--- config.mk ---
export PLATFORM = sky130hd
export DESIGN_NAME = ts_bus_sched
export DESIGN_NICKNAME = d
export VERILOG_FILES = /design/src/rtl/ts_bus_sched.sv
export SDC_FILE = /design/constraint.sdc
export NUM_CORES = 1
export LEC_CHECK = 0
export ABC_AREA = 1
export CAP_MARGIN = 0
export CORE_ASPECT_RATIO = 1.4
export CORE_MARGIN = 1.5
export CORE_UTILIZATION = 48
export CTS_CLUSTER_SIZE = 14
export DETAILED_ROUTE_END_ITERATION = 12
export DONT_BUFFER_PORTS = 1
export PLACE_DENSITY_LB_ADDON = 0.15
export SLEW_MARGIN = 20
export SYNTH_ARGS = -nofsm -noshare
export SYNTH_HDL_FRONTEND = slang
export SYNTH_SLANG_ARGS = --single-unit
--- constraint.sdc ---
create_clock -name CLK -period 3.67 [get_ports CLK]
set_clock_uncertainty 0.1 [all_clocks]
set_input_delay 0.734 -clock CLK [delete_from_list [all_inputs] [get_ports CLK]]
set_output_delay 0.734 -clock CLK [all_outputs]
set_load 0.03 [all_outputs]
--- src/rtl/ts_bus_sched.sv ---
// Shares the Turbosound-FM AY-style bus between the CPU port decoder and a register-stream player.
// Player writes are hidden from the CPU by restoring the shadowed address latch and select byte.
module ts_bus_sched #(
    parameter int STB_LEN = 4,
    parameter int GAP_LEN = 4,
    parameter int RD_LAT  = 4
) (
    input  logic       CLK,
    input  logic       RESET_s,
    input  logic       cpu_req,
    input  logic       cpu_wr,
    input  logic       cpu_a,
    input  logic [7:0] cpu_wdata,
    output logic [7:0] cpu_rdata,
    output logic       cpu_ack,
    input  logic       pl_req,
    input  logic       pl_chip,
    input  logic [7:0] pl_reg,
    input  logic [7:0] pl_data,
    output logic       pl_ack,
    output logic       BDIR,
    output logic       BC,
    output logic [7:0] DI,
    input  logic [7:0] DO,
    output logic       busy,
    output logic [2:0] dbg_state
);

    // Handshake: a requester raises req and holds it until the one-cycle ack,
    // then must drop it in the cycle after ack or a new transaction starts.
    typedef enum logic [2:0] {
        IDLE   = 3'd0,
        W_STB  = 3'd1,
        W_GAP  = 3'd2,
        RD     = 3'd3,
        PL_STB = 3'd4,
        PL_GAP = 3'd5
    } state_t;

    localparam logic [7:0] STB_LAST = 8'(STB_LEN - 1);
    localparam logic [7:0] GAP_LAST = 8'(GAP_LEN - 1);
    localparam logic [7:0] RD_LAST  = 8'(RD_LAT - 1);

    state_t     state, state_n;
    logic [7:0] cnt, cnt_n;
    logic [2:0] phase, phase_n;
    logic       bdir_n, bc_n;
    logic [7:0] di_n;
    logic       cpu_ack_n, pl_ack_n;
    logic [7:0] rdata_n;

    logic       a_q, a_n;
    logic [7:0] wd_q, wd_n;
    logic       plc_q, plc_n;
    logic [7:0] plr_q, plr_n;
    logic [7:0] pld_q, pld_n;

    logic [7:0] sel_sh, sel_n;
    logic [7:0] adr_sh [2];
    logic [7:0] adr_n  [2];

    logic [2:0] ph_next;
    logic       nxt_bc;
    logic [7:0] nxt_di;

    // Bus contents for the phase following the current one.
    assign ph_next = phase + 3'd1;

    always_comb begin
        nxt_bc = 1'b1;
        nxt_di = {5'b11111, sel_sh[2:1], plc_q};
        case (ph_next)
            3'd1: nxt_di = plr_q;
            3'd2: begin
                nxt_bc = 1'b0;
                nxt_di = pld_q;
            end
            3'd3: nxt_di = adr_sh[plc_q];
            3'd4: nxt_di = sel_sh;
            default: ;
        endcase
    end

    always_comb begin
        state_n = state;
        cnt_n   = cnt;
        phase_n = phase;
        bdir_n  = BDIR;
        bc_n    = BC;
        di_n    = DI;
        a_n     = a_q;
        wd_n    = wd_q;
        plc_n   = plc_q;
        plr_n   = plr_q;
        pld_n   = pld_q;
        sel_n   = sel_sh;
        adr_n   = adr_sh;

        case (state)
            IDLE: begin
                if (cpu_req) begin
                    a_n   = cpu_a;
                    wd_n  = cpu_wdata;
                    cnt_n = '0;
                    bc_n  = cpu_a;
                    if (cpu_wr) begin
                        state_n = W_STB;
                        bdir_n  = 1'b1;
                        di_n    = cpu_wdata;
                    end else begin
                        state_n = RD;
                        bdir_n  = 1'b0;
                    end
                end else if (pl_req) begin
                    plc_n   = pl_chip;
                    plr_n   = pl_reg;
                    pld_n   = pl_data;
                    state_n = PL_STB;
                    phase_n = '0;
                    cnt_n   = '0;
                    bdir_n  = 1'b1;
                    bc_n    = 1'b1;
                    di_n    = {5'b11111, sel_sh[2:1], pl_chip};
                end
            end
            W_STB, PL_STB: begin
                if (cnt == STB_LAST) begin
                    state_n = (state == W_STB) ? W_GAP : PL_GAP;
                    cnt_n   = '0;
                    bdir_n  = 1'b0;
                end else begin
                    cnt_n = cnt + 8'd1;
                end
            end
            W_GAP: begin
                if (cnt == GAP_LAST) begin
                    state_n = IDLE;
                    cnt_n   = '0;
                end else begin
                    cnt_n = cnt + 8'd1;
                end
            end
            RD: begin
                if (cnt == RD_LAST) begin
                    state_n = IDLE;
                    cnt_n   = '0;
                end else begin
                    cnt_n = cnt + 8'd1;
                end
            end
            PL_GAP: begin
                if (cnt == GAP_LAST) begin
                    cnt_n = '0;
                    if (phase == 3'd4) begin
                        state_n = IDLE;
                    end else begin
                        state_n = PL_STB;
                        phase_n = ph_next;
                        bdir_n  = 1'b1;
                        bc_n    = nxt_bc;
                        di_n    = nxt_di;
                    end
                end else begin
                    cnt_n = cnt + 8'd1;
                end
            end
            default: begin
                state_n = IDLE;
                cnt_n   = '0;
                bdir_n  = 1'b0;
            end
        endcase

        // Acks are registered so they land in the last cycle of the transaction.
        cpu_ack_n = ((state_n == W_GAP) && (cnt_n == GAP_LAST)) ||
                    ((state_n == RD) && (cnt_n == RD_LAST));
        pl_ack_n  = (state_n == PL_GAP) && (phase_n == 3'd4) && (cnt_n == GAP_LAST);
        rdata_n   = ((state_n == RD) && (cnt_n == RD_LAST)) ? DO : cpu_rdata;

        if ((state_n == W_GAP) && (cnt_n == GAP_LAST) && a_q) begin
            if (wd_q[7:3] == 5'b11111) begin
                sel_n = wd_q;
            end else begin
                adr_n[sel_sh[0]] = wd_q;
            end
        end
    end

    always_ff @(posedge CLK or posedge RESET_s) begin
        if (RESET_s) begin
            state     <= IDLE;
            cnt       <= '0;
            phase     <= '0;
            BDIR      <= 1'b0;
            BC        <= 1'b0;
            DI        <= 8'h00;
            cpu_rdata <= 8'h00;
            cpu_ack   <= 1'b0;
            pl_ack    <= 1'b0;
            a_q       <= 1'b0;
            wd_q      <= 8'h00;
            plc_q     <= 1'b0;
            plr_q     <= 8'h00;
            pld_q     <= 8'h00;
            sel_sh    <= 8'hFF;
            adr_sh[0] <= 8'h00;
            adr_sh[1] <= 8'h00;
        end else begin
            state     <= state_n;
            cnt       <= cnt_n;
            phase     <= phase_n;
            BDIR      <= bdir_n;
            BC        <= bc_n;
            DI        <= di_n;
            cpu_rdata <= rdata_n;
            cpu_ack   <= cpu_ack_n;
            pl_ack    <= pl_ack_n;
            a_q       <= a_n;
            wd_q      <= wd_n;
            plc_q     <= plc_n;
            plr_q     <= plr_n;
            pld_q     <= pld_n;
            sel_sh    <= sel_n;
            adr_sh[0] <= adr_n[0];
            adr_sh[1] <= adr_n[1];
        end
    end

    assign busy      = (state != IDLE);
    assign dbg_state = state;

endmodule

==> results by group <==
Timing
  • Tcrit/Tclk final: 84.0%
  • Max Fclk: 324 MHz
  • Relative slew slack: 42.8%
  • Final hold vios: 0
  • Final setup vio count: 0
  • Pins Over Slew Limit: 0
  • Final TNS setup: 0 ns
  • Final min period: 3.08 ns
  • Worst Max-Slew Pin Slew: 0.855 ns
  • RSZ-0062 raised after global routing: no

Layout
  • FF/Latch Area: 0.00211 mm^2
  • Non-Filler Instances: 625
  • Fillers: 819
  • Core Util, Final: 53.3%
  • Synth-to-layout area growth: 8.67%
  • Area of the multi-input gates: 0.00182 mm^2
  • Fraction of final layout cells sized beyond drive strength 1: 10.8%
  • Nets: 559

Clocking
  • Clk sink count: 84
  • CTS Buf Count: 9
  • Clock Tree Root: clkbuf_16
  • Post-CTS Setup Inserts: 0
  • H-tree levels: 3
  • CTS tree: done
  • Post_cts resized: 0
  • Hold_buf cts: 0
  • CTS max path bufs: 2
  • Clk_lat worst skew: 0.34 ns
  • Worst-path clk slew: 0.06 ns

Logic synthesis
  • Synth Warn #: 0
  • Yosys top cell by area: dfrtp_1
  • Post-synth top cells: nand2_1 (180), dfrtp_1 (76), inv_1 (42)
  • Ranking of synthesized cells by area: dfrtp_1 (45%), nand2_1 (16%), dfstp_2 (5.0%)
  • EDFF count, synth: 0
  • Share of the synthesized area in the top cell type: 45.3%
  • Sequential fraction of the synthesis area: 50.3%
  • Synth Instances: 514
  • Syn avg cell area: 8.17 um^2
  • Post-synth cell types: 40
  • Post-synth ARST share: 100%
  • Mapped Nets: 559
  • Top-count cell post-synth: nand2_1
  • Seq cells post-synth: 84
  • Main synth FF type: dfrtp_1
  • Mapped Area: 0.00420 mm^2

Floorplan
  • Initial Util: 49.1%
  • Die Ht: 114 um
  • Die X: 82.1 um
  • Die Footprint: 0.00933 mm^2
  • Rows: 40
  • I/O pins: 63
  • CORE AREA: 0.00856 mm^2

GRT
  • Largest net degree at the start of global routing: 45
  • First-pass GRT wire length: 16.6 mm
  • Vias in the first global route: 3515
  • Antenna violations before repair: 0
  • Gr ovfl total: 0
  • Total global-route track usage: 24.0%

Place
  • Gpl congestion: 0.929
  • PortBufs: 0
  • HPWL Detailed: 7.77 mm
  • Placed Cells: 608

Power
  • Part of the power in registers: 46.7%
  • Cell internal pwr: 2090 uW
  • Logic pwr share: 30.1%
  • Switching Share: 43.2%
  • Share of total power in the clock network: 23.2%
  • Pleak: 0.00227 uW
  • Max rail drop VDD: 475 uV
  • Pwr Density: 805 mW/mm^2
  • NetSw: 1590 uW

Detailed routing
  • Vias: 3452
  • DRC: 0
  • Drt total wl: 10.3 mm
  • DRT antenna net count: 0
  • Drt first pass iters: 4
  • Vias per inst: 5.52
  • Wire per inst: 16.5 um
  • Iter 0 DRT Violations: 374

Worst setup path
  • Type of origin of the critical path: register
  • CP Cell Sequence: nor2_4 > nand2_4 > nor2_2 > inv_2 > nor2_2 > nor2_1 > o21ai_2 > nand3_2 > nor2_4 > nand3_1 > nand2_1 > nand2_1
  • CP delay by family, top: simple AND/OR/NAND/NOR gates
  • Worst Path Buf+Inv: 1
  • Critical path fanouts, max: 21
  • CP max stage delay: 0.55 ns
  • Critical path type: reg -> reg
  • CP endpoint kind: register
  • Critical path arrival: 3.21 ns
  • CP max stage cell: dfrtp_1
  • Data required time at the worst endpoint: 3.79 ns

Min path
  • Worst min-delay path class: in -> async

Run status
  • Outcome: completed

Job
  • Max-cap violations: 0
-- worst register-to-register path: cells and delay by family, from the launching register on --
| family | cells | cell delay [ns] |
|---|---|---|
| AO/OA/AOI/OAI | 1 | 0.10 |
| buffers and inverters | 1 | 0.19 |
| flip-flops | 1 | 0.55 |
| AND/OR/NAND/NOR | 10 | 2.04 |
-- worst paths after layout --
path / cells past startpoint / slack (ns) / startpoint / to
setup / recovery: 12 / 0.59 / dbg_state[1] / adr_sh[0]
hold / removal: 1 / 0.27 / RESET_s / pld_q[2]
setup reg to reg: 12 / 0.59 / dbg_state[1] / adr_sh[0]
hold reg to reg: 2 / 0.37 / sel_sh[5] / sel_sh[5]
max in group asynchronous: 2 / 2.48 / RESET_s / sel_sh[1]
min in group CLK: 2 / 0.37 / sel_sh[5] / sel_sh[5]
-- cell usage in the layout, fill, tap and decap left out, types with 2 or more instances in the layout --
master | synthesis | layout
inv_2 | 5 | 5
dfstp_2 | 8 | 8
nor2_2 | 4 | 4
nand3_1 | 34 | 34
nor2_4 | 2 | 2
inv_6 | 0 | 3
clkinv_1 | 4 | 4
o21ai_1 | 2 | 2
mux2_2 | 9 | 9
o22ai_1 | 7 | 7
o21ai_0 | 19 | 19
ha_1 | 6 | 6
dfrtp_1 | 76 | 76
nor3_1 | 3 | 3
nand3_2 | 2 | 2
clkbuf_16 | 0 | 9
inv_1 | 42 | 41
nand2_1 | 180 | 180
nor2_1 | 32 | 32
o21a_1 | 2 | 2
nand4_1 | 27 | 27
clkinvlp_4 | 0 | 3
a21oi_1 | 17 | 17
o21bai_1 | 2 | 2
a211oi_1 | 4 | 4
-- logic make-up (layout without fill, tap and decap cells) --
| kind of cell | count (synthesis) | count (layout) | share of synthesized area, % |
|---|---|---|---|
| AOI/OAI and AO/OA | 60 | 60 | 8.55 |
| adders and majority gates | 6 | 6 | 1.79 |
| buffers and inverters | 64 | 69 | 6.49 |
| DFF | 84 | 84 | 50.3 |
| muxes | 9 | 9 | 2.41 |
| other | 0 | 1 | 0 |
| and+or+nand+nor | 291 | 291 | 30.5 |
-- stage by stage --
step | hold WS (ns) | total power [uW] | setup slack [ns] | cell area, um^2
2_1_floorplan | 0.342 | 2560 | 0.684 | 4200
3_3_place_gp | 0.356 | 2810 | 0.760 | 4280
3_5_place_dp | 0.357 | 2830 | 0.604 | 4280
4_1_cts | 0.282 | 3700 | 0.581 | 4560
5_1_grt | 0.318 | 3920 | 0.124 | 4560
6_report | 0.266 | 3680 | 0.587 | 4560
-- power by group through the flow --
stage | Combinational [uW] | Sequential (uW) | Clock [uW]
5_1_grt | 1250 | 1770 | 902
6_report | 1110 | 1720 | 851
3_5_place_dp | 1100 | 1730 | 0
4_1_cts | 1110 | 1720 | 876
3_3_place_gp | 1080 | 1730 | 0
2_1_floorplan | 919 | 1640 | 0
-- area by class of cell --
type / count / share of cell area (%)
Inverter: 51 / 4.22
Timing Repair Buffer: 2 / 0.603
Clock buffer: 9 / 4.93
Clock inverter: 7 / 1.26
Multi-Input combinational cell: 366 / 39.8
Antenna cell: 1 / 0.0548
Tap cell: 105 / 2.88
Sequential cell: 84 / 46.3
-- state kept, by name, summed over array words and instances (netlist names), 8 cells and up --
name,count
adr_sh,16
DI,8
cnt,8
cpu_rdata,8
pld_q,8
plr_q,8
sel_sh,8
wd_q,8
-- per-layer routing --
metal | track usage [%] | part of all wire, %
met5 | 0 | 0
met4 | 10.5 | 2.5
met3 | 5.28 | 6.1
met2 | 40.5 | 51
met1 | 28.7 | 40
No activity file was read; power rests on OpenSTA's default activity.
